`src/rtl/sb_rx_msg_decoder_pkg.sv`:
```
// rtl/sb_rx_msg_decoder_pkg.sv - shared SB codex: packet field map, opcodes, msgcodes, message type
//
// Purpose: single home for sideband packet layout constants and the decoded
// message record shared by the decoder, its queue and the testbench.
// Ports: none (package).

package sb_rx_msg_decoder_pkg;

    // Packet field positions within the 64-bit deserialized sideband word
    localparam int OPC_LSB     = 0;
    localparam int OPC_W       = 5;
    localparam int MSGCODE_LSB = 14;
    localparam int SUBCODE_LSB = 32;
    localparam int INFO_LSB    = 40;
    localparam int CP_BIT      = 62;
    localparam int DP_BIT      = 63;

    // Only message-without-data packets are decoded by this block
    localparam logic [OPC_W-1:0] OPC_MSG_NODATA = 5'b10010;

    // Message codes and subcodes seen by the link training state machine
    localparam logic [7:0] MSGCODE_MBINIT_REQ      = 8'h85;
    localparam logic [7:0] MSGCODE_MBINIT_RSP      = 8'h8A;
    localparam logic [7:0] MSGCODE_SBINIT_DONE_REQ = 8'h95;
    localparam logic [7:0] MSGCODE_SBINIT_DONE_RSP = 8'h9A;
    localparam logic [7:0] SUBCODE_PARAM           = 8'h00;
    localparam logic [7:0] SUBCODE_CAL             = 8'h01;
    localparam logic [7:0] SUBCODE_REPAIRCLK       = 8'h02;

    typedef struct packed {
        logic [7:0]  code;
        logic [7:0]  subcode;
        logic [15:0] info;
    } sb_msg_t;

    localparam int SB_MSG_W = $bits(sb_msg_t);

    typedef enum logic {
        WD_IDLE,
        WD_ARMED
    } wd_state_t;

    // Good when control parity makes bits [62:0] XOR to zero and no data parity is flagged
    function automatic logic parity_good(input logic [63:0] word);
        return (~(^word[CP_BIT:0])) & ~word[DP_BIT];
    endfunction

endpackage

```
`src/rtl/sb_msg_fifo.sv`:
```
// rtl/sb_msg_fifo.sv - first-word fall-through queue for decoded sideband messages
//
// Purpose: circular buffer with extended pointers; head data is visible as soon
// as the queue is non-empty. Push and pop in the same cycle both take effect,
// including when full (the freed slot is refilled).
// Ports:
//   clk_100MHz  in   clock
//   reset       in   asynchronous active-high, empties the queue
//   push        in   write push_data (ignored when full without a pop)
//   push_data   in   WIDTH-bit entry
//   pop         in   retire head (ignored when empty)
//   head_data   out  current head entry (meaningful only while !empty)
//   empty, full out  occupancy flags

module sb_msg_fifo #(
    parameter int WIDTH = 32,
    parameter int DEPTH = 4
) (
    input  logic             clk_100MHz,
    input  logic             reset,
    input  logic             push,
    input  logic [WIDTH-1:0] push_data,
    input  logic             pop,
    output logic [WIDTH-1:0] head_data,
    output logic             empty,
    output logic             full
);

    localparam int IDX_W = $clog2(DEPTH);
    localparam int PTR_W = IDX_W + 1;

    logic [WIDTH-1:0] mem [DEPTH];
    logic [PTR_W-1:0] wr_ptr;
    logic [PTR_W-1:0] rd_ptr;
    logic             do_push;
    logic             do_pop;

    // Same index with differing wrap bit means every slot is occupied
    assign empty = (wr_ptr == rd_ptr);
    assign full  = (wr_ptr[IDX_W-1:0] == rd_ptr[IDX_W-1:0]) &&
                   (wr_ptr[PTR_W-1] != rd_ptr[PTR_W-1]);

    assign do_pop  = pop & ~empty;
    assign do_push = push & (~full | do_pop);

    assign head_data = mem[rd_ptr[IDX_W-1:0]];

    always_ff @(posedge clk_100MHz or posedge reset) begin
        if (reset) begin
            wr_ptr <= '0;
            rd_ptr <= '0;
        end else begin
            if (do_push) begin
                wr_ptr <= wr_ptr + 1'b1;
            end
            if (do_pop) begin
                rd_ptr <= rd_ptr + 1'b1;
            end
        end
    end

    // Storage needs no reset: the pointers alone define what is valid
    always_ff @(posedge clk_100MHz) begin
        if (do_push) begin
            mem[wr_ptr[IDX_W-1:0]] <= push_data;
        end
    end

endmodule

```
`src/rtl/sb_rx_msg_decoder.sv`:
```
// rtl/sb_rx_msg_decoder.sv - sideband receive message decoder with drop accounting and response watchdog
//
// Purpose: checks parity and opcode of each received sideband packet, queues
// decoded message fields for the LTSM, reports why packets are dropped, and
// runs a response watchdog that a decoded message cancels.
// Ports:
//   clk_100MHz     in   clock
//   reset          in   asynchronous active-high
//   rx_word_i      in   64-bit packet, qualified by rx_valid_i
//   rx_valid_i     in   one-cycle packet strobe
//   msg_valid_o    out  queue head valid
//   msg_ready_i    in   LTSM consumes head
//   msg_code_o     out  head msgcode
//   msg_subcode_o  out  head msgsubcode
//   msg_info_o     out  head msginfo
//   timer_start_i  in   arm / re-arm watchdog
//   timer_stop_i   in   disarm watchdog
//   timeout_o      out  one-cycle expiry pulse
//   parity_err_o   out  drop pulse: bad parity
//   unsupported_o  out  drop pulse: opcode not handled
//   overflow_o     out  drop pulse: queue full
//   err_count_o    out  saturating dropped-packet count

module sb_rx_msg_decoder
    import sb_rx_msg_decoder_pkg::*;
#(
    parameter int FIFO_DEPTH     = 4,
    parameter int TIMEOUT_CYCLES = 800000
) (
    input  logic        clk_100MHz,
    input  logic        reset,
    input  logic [63:0] rx_word_i,
    input  logic        rx_valid_i,
    output logic        msg_valid_o,
    input  logic        msg_ready_i,
    output logic [7:0]  msg_code_o,
    output logic [7:0]  msg_subcode_o,
    output logic [15:0] msg_info_o,
    input  logic        timer_start_i,
    input  logic        timer_stop_i,
    output logic        timeout_o,
    output logic        parity_err_o,
    output logic        unsupported_o,
    output logic        overflow_o,
    output logic [7:0]  err_count_o
);

    localparam int CNT_W = $clog2(TIMEOUT_CYCLES + 1);

    // Packet decode
    logic             par_ok;
    logic             supported;
    logic             fifo_full;
    logic             fifo_empty;
    logic             pop;
    logic             blocked;
    logic             push;
    sb_msg_t          rx_msg;
    sb_msg_t          head_msg;

    assign par_ok    = parity_good(rx_word_i);
    assign supported = (rx_word_i[OPC_LSB +: OPC_W] == OPC_MSG_NODATA);

    assign rx_msg.code    = rx_word_i[MSGCODE_LSB +: 8];
    assign rx_msg.subcode = rx_word_i[SUBCODE_LSB +: 8];
    assign rx_msg.info    = rx_word_i[INFO_LSB +: 16];

    assign pop     = ~fifo_empty & msg_ready_i;
    // A full queue still accepts when the head leaves in the same cycle
    assign blocked = fifo_full & ~pop;
    assign push    = rx_valid_i & par_ok & supported & ~blocked;

    sb_msg_fifo #(
        .WIDTH (SB_MSG_W),
        .DEPTH (FIFO_DEPTH)
    ) u_fifo (
        .clk_100MHz (clk_100MHz),
        .reset      (reset),
        .push       (push),
        .push_data  (rx_msg),
        .pop        (pop),
        .head_data  (head_msg),
        .empty      (fifo_empty),
        .full       (fifo_full)
    );

    // Fields are forced to zero whenever there is no head so stale storage never leaks out
    assign msg_valid_o   = ~fifo_empty;
    assign msg_code_o    = msg_valid_o ? head_msg.code    : 8'h00;
    assign msg_subcode_o = msg_valid_o ? head_msg.subcode : 8'h00;
    assign msg_info_o    = msg_valid_o ? head_msg.info    : 16'h0000;

    // Drop reasons, mutually exclusive by priority, reported the cycle after the strobe
    logic par_err_q;
    logic unsup_q;
    logic ovf_q;
    logic [7:0] err_cnt_q;
    logic       drop;

    assign drop = rx_valid_i & ~push;

    always_ff @(posedge clk_100MHz or posedge reset) begin
        if (reset) begin
            par_err_q <= 1'b0;
            unsup_q   <= 1'b0;
            ovf_q     <= 1'b0;
            err_cnt_q <= 8'h00;
        end else begin
            par_err_q <= rx_valid_i & ~par_ok;
            unsup_q   <= rx_valid_i & par_ok & ~supported;
            ovf_q     <= rx_valid_i & par_ok & supported & blocked;
            if (drop && (err_cnt_q != 8'hFF)) begin
                err_cnt_q <= err_cnt_q + 8'h01;
            end
        end
    end

    assign parity_err_o  = par_err_q;
    assign unsupported_o = unsup_q;
    assign overflow_o    = ovf_q;
    assign err_count_o   = err_cnt_q;

    // Response watchdog
    wd_state_t        wd_state_q;
    wd_state_t        wd_state_d;
    logic [CNT_W-1:0] wd_cnt_q;
    logic [CNT_W-1:0] wd_cnt_d;
    logic             timeout_q;
    logic             timeout_d;

    always_ff @(posedge clk_100MHz or posedge reset) begin
        if (reset) begin
            wd_state_q <= WD_IDLE;
            wd_cnt_q   <= '0;
            timeout_q  <= 1'b0;
        end else begin
            wd_state_q <= wd_state_d;
            wd_cnt_q   <= wd_cnt_d;
            timeout_q  <= timeout_d;
        end
    end

    // Start has priority so a re-arm in the same cycle as the awaited response keeps waiting.
    // Only an accepted message counts as a response; dropped packets leave the timer running.
    always_comb begin
        wd_state_d = wd_state_q;
        wd_cnt_d   = wd_cnt_q;
        timeout_d  = 1'b0;
        if (timer_start_i) begin
            wd_state_d = WD_ARMED;
            wd_cnt_d   = CNT_W'(TIMEOUT_CYCLES - 1);
        end else if (wd_state_q == WD_ARMED) begin
            if (push || timer_stop_i) begin
                wd_state_d = WD_IDLE;
            end else if (wd_cnt_q == '0) begin
                wd_state_d = WD_IDLE;
                timeout_d  = 1'b1;
            end else begin
                wd_cnt_d = wd_cnt_q - 1'b1;
            end
        end
    end

    assign timeout_o = timeout_q;

endmodule
```
`config.mk`:
```
export PLATFORM = sky130hd
export DESIGN_NAME = sb_rx_msg_decoder
export DESIGN_NICKNAME = d
export VERILOG_FILES = /design/src/rtl/sb_rx_msg_decoder_pkg.sv /design/src/rtl/sb_msg_fifo.sv /design/src/rtl/sb_rx_msg_decoder.sv
export SDC_FILE = /design/constraint.sdc
export NUM_CORES = 1
export LEC_CHECK = 0
export CORE_UTILIZATION = 45
export DETAILED_ROUTE_END_ITERATION = 8
export MAX_ROUTING_LAYER = met4
export PLACE_DENSITY_LB_ADDON = 0.15
export SKIP_CTS_REPAIR_TIMING = 1
export SYNTH_ARGS = -nofsm -noshare
export SYNTH_HDL_FRONTEND = slang
export SYNTH_SLANG_ARGS = --single-unit
```
`constraint.sdc`:
```
create_clock -name clk_100MHz -period 3.7 [get_ports clk_100MHz]
set_input_delay 0.74 -clock clk_100MHz [delete_from_list [all_inputs] [get_ports clk_100MHz]]
set_output_delay 0.74 -clock clk_100MHz [all_outputs]
set_load 0.1 [all_outputs]
```
==> flow_summary.yaml <==
run_status:
  status: "finished, final reports clean"
die:
  initial_utilization: 0.466
  ios: 115
  fp.dieArea_mm2: 0.0172
  die_height_um: 131
  die_width_um: 131
  fp-row-count: 46
  coreArea_mm2: 0.0161
logic_synthesis:
  synthSimpleGateAreaFrac: 0.0988
  synth-compound-area-share: 0.0317
  yosys-top-cells-area: "edfxtp_1 51%, dfrtp_1 13%, mux4_2 9.6%, xnor2_1 6.1%, nor2b_1 2.8%"
  synthCells: 474
  netlist.area_leader.share: 0.512
  synthAdderAreaFrac: 0.0150
  ys_types: 47
  synth_xor_area_frac: 0.0931
  yosys_warnings: 0
  syn_area_mm2: 0.00751
  synthMuxAreaShare: 0.0990
  seq_area_frac_synth: 0.642
  syn_avg_cell_area_um2: 15.8
  ys_seq_elements: 167
  synth_top_family_by_area: "multiplexers"
  yosysTopAreaCell: "edfxtp_1"
  syn_nets: 553
sta:
  slew_viol_final: 0
  tightest_slew_ns: 0.992
  fin_skew_ns: 0.00783
  min_period_over_period: 0.890
  fmax_mhz: 304
  rsz0062_at_grt: "false"
  hold_viol_final: 0
  relSlewSlack: 0.337
  finalCriticalPeriod_ns: 3.29
  worst_slack_ns: 0.407
  setup_violations: 0
final_layout:
  fill_cells: 1302
  nNetsFinal: 690
  diodes: 0
  stdcell_count: 839
  drive_gt1_frac: 0.209
  design_area_mm2: 0.00968
  synthToLayoutAreaGrowth_pct: 28.8
  fin_util: 0.600
place:
  dp.cells: 808
  place.gp.congestion: 0.768
  dpl_worst_slack_ns: -0.0317
  io_buffers: 114
  hpwl_mm: 10.2
  placed_area_mm2: 0.00912
clock_network:
  numCtsBuffers: 17
  clock_latency_ns: 0.42
  htree_levels: 4
  cts_root_buf: "clkbuf_16"
  cts_tree: "yes"
  clockBufferDepth: 2
  cts_sinks: 167
  clk_pin_slew_ns: 0.06
drt:
  ant_nets: 0
  drtPass1Iterations: 4
  drtIter0Drc: 221
  postRouteWirelength_mm: 15.3
  drc: 0
  wl_per_cell_um: 18.3
  vias_per_cell: 5.38
  vias: 4510
worst_setup_path:
  critPathRequiredTime_ns: 4.03
  path_class: "in2reg"
  start_kind: "input port"
  critPathArrivalTime_ns: 3.63
  endpoint_kind: "register"
  path_max_fanout: 34
global_route:
  grt_pass1_wl_mm: 24.4
  overflow: 0
  grt_use_total: 0.193
  first_global_vias: 4668
  antenna_found_initial: 0
  grt_max_degree: 40
job:
  max_cap_viol_count: 0
hold_path:
  min-delay-path-class: "reg2reg"
[placed cells by master, fill, tap and decap left out, types with 7 or more instances in the layout]
cell type	Yosys	routed
edfxtp_1	128	128
clkdlybuf4s50_1	0	81
xnor2_1	52	52
buf_4	3	43
dfrtp_1	39	37
nor2b_1	34	34
mux4_2	32	32
clkbuf_16	0	17
buf_12	0	15
inv_1	14	14
nand3_1	13	13
o31ai_1	13	13
or4_1	13	13
xor2_1	12	12
nand2_1	10	10
or3_1	9	9
a21oi_1	9	9
ha_1	9	9
nor2_1	7	7
[registers in the layout, indices dropped and copies added (netlist names)]
register	count
unsupported_o	1
timeout_o	1
u_fifo.rd_ptr	3
u_fifo.mem	128
overflow_o	1
err_count_o	8
wd_cnt_q	20
u_fifo.wr_ptr	3
parity_err_o	1
wd_state_q	1
[cell families (layout without fill, tap and decap cells)]
kind of cell,after synthesis,in the layout
buf+inv,35,184
compound gates,37,37
xor+xnor,70,70
fa+ha+maj,9,9
flops,167,167
mux,34,34
simple gates,122,122
[final timing paths]
path                                start               end  slack [ns]  cells past startpoint
max                          rx_word_i[2]      wd_cnt_q[16]        0.41                     12
min                        err_count_o[5]    err_count_o[5]        0.50                      1
max reg2reg                   wd_cnt_q[1]       wd_cnt_q[2]        0.87                      9
min reg2reg                err_count_o[5]    err_count_o[5]        0.50                      1
max in group asynchronous           reset  u_fifo.rd_ptr[1]        2.59                      3
min in group asynchronous           reset    err_count_o[7]        0.74                      3
[cells in the mapped netlist, drive strengths merged]
| library cell | n |
|---|---|
| nor2b | 34 |
| xor2 | 12 |
| a21boi | 1 |
| or4 | 13 |
| mux4 | 32 |
| nand3 | 13 |
| nor4b | 5 |
| ha | 9 |
| clkbuf | 10 |
| xnor2 | 52 |
| o21ai | 9 |
| nor3b | 1 |
| o41ai | 1 |
| nor4 | 4 |
| nor3 | 6 |
| xnor3 | 5 |
| inv | 14 |
| and3 | 7 |
| o31ai | 13 |
| nand2b | 3 |
| a21oi | 9 |
| buf | 11 |
| nand4 | 2 |
| o311ai | 1 |
| edfxtp | 128 |
| mux2 | 2 |
| nand3b | 1 |
| a31oi | 2 |
| nand4b | 1 |
| and4 | 2 |
| xor3 | 1 |
| or3 | 9 |
| nand2 | 10 |
| o31a | 1 |
| nor2 | 8 |
| dfrtp | 39 |
| and2b | 1 |
| or2 | 2 |
[worst max-delay path, cell delays in order]
cell,delay (ns)
clkdlybuf4s50_1,0.46
inv_1,0.04
ha_1,0.29
xnor2_1,0.14
xnor2_1,0.24
xnor2_1,0.18
xnor3_2,0.39
xor3_2,0.25
o21ai_2,0.08
buf_12,0.16
or4_1,0.48
a21oi_1,0.16
[metrics by stage]
stage	hold WS [ns]	setup TNS [ns]
3_5_place_dp	0.491	-0.128
4_1_cts	0.507	0
6_report	0.498	0
2_1_floorplan	0.462	0
3_3_place_gp	0.479	0
5_1_grt	0.516	0
[metal layers]
layer / track usage / vias to the layer above / share of wire
met1: 0.230 / 2275 / 0.42
li1: - / 2080 / -
met2: 0.322 / 129 / 0.52
met3: 0.0413 / 26 / 0.040
met4: 0.0699 / 0 / 0.018
met5: - / - / 0
[layout make-up]
cell class	count	area, um2	area share
Inverter	14	52.6	0.00543
Timing Repair Buffer	139	1430	0.148
Clock inverter	13	126	0.0131
Multi-Input combinational cell	272	2540	0.263
Tap cell	216	270	0.0279
Sequential cell	167	4820	0.498
Clock buffer	18	429	0.0444
Power is not shown: default switching activity piles up to over one toggle a cycle in this logic, so the estimate is an artifact.
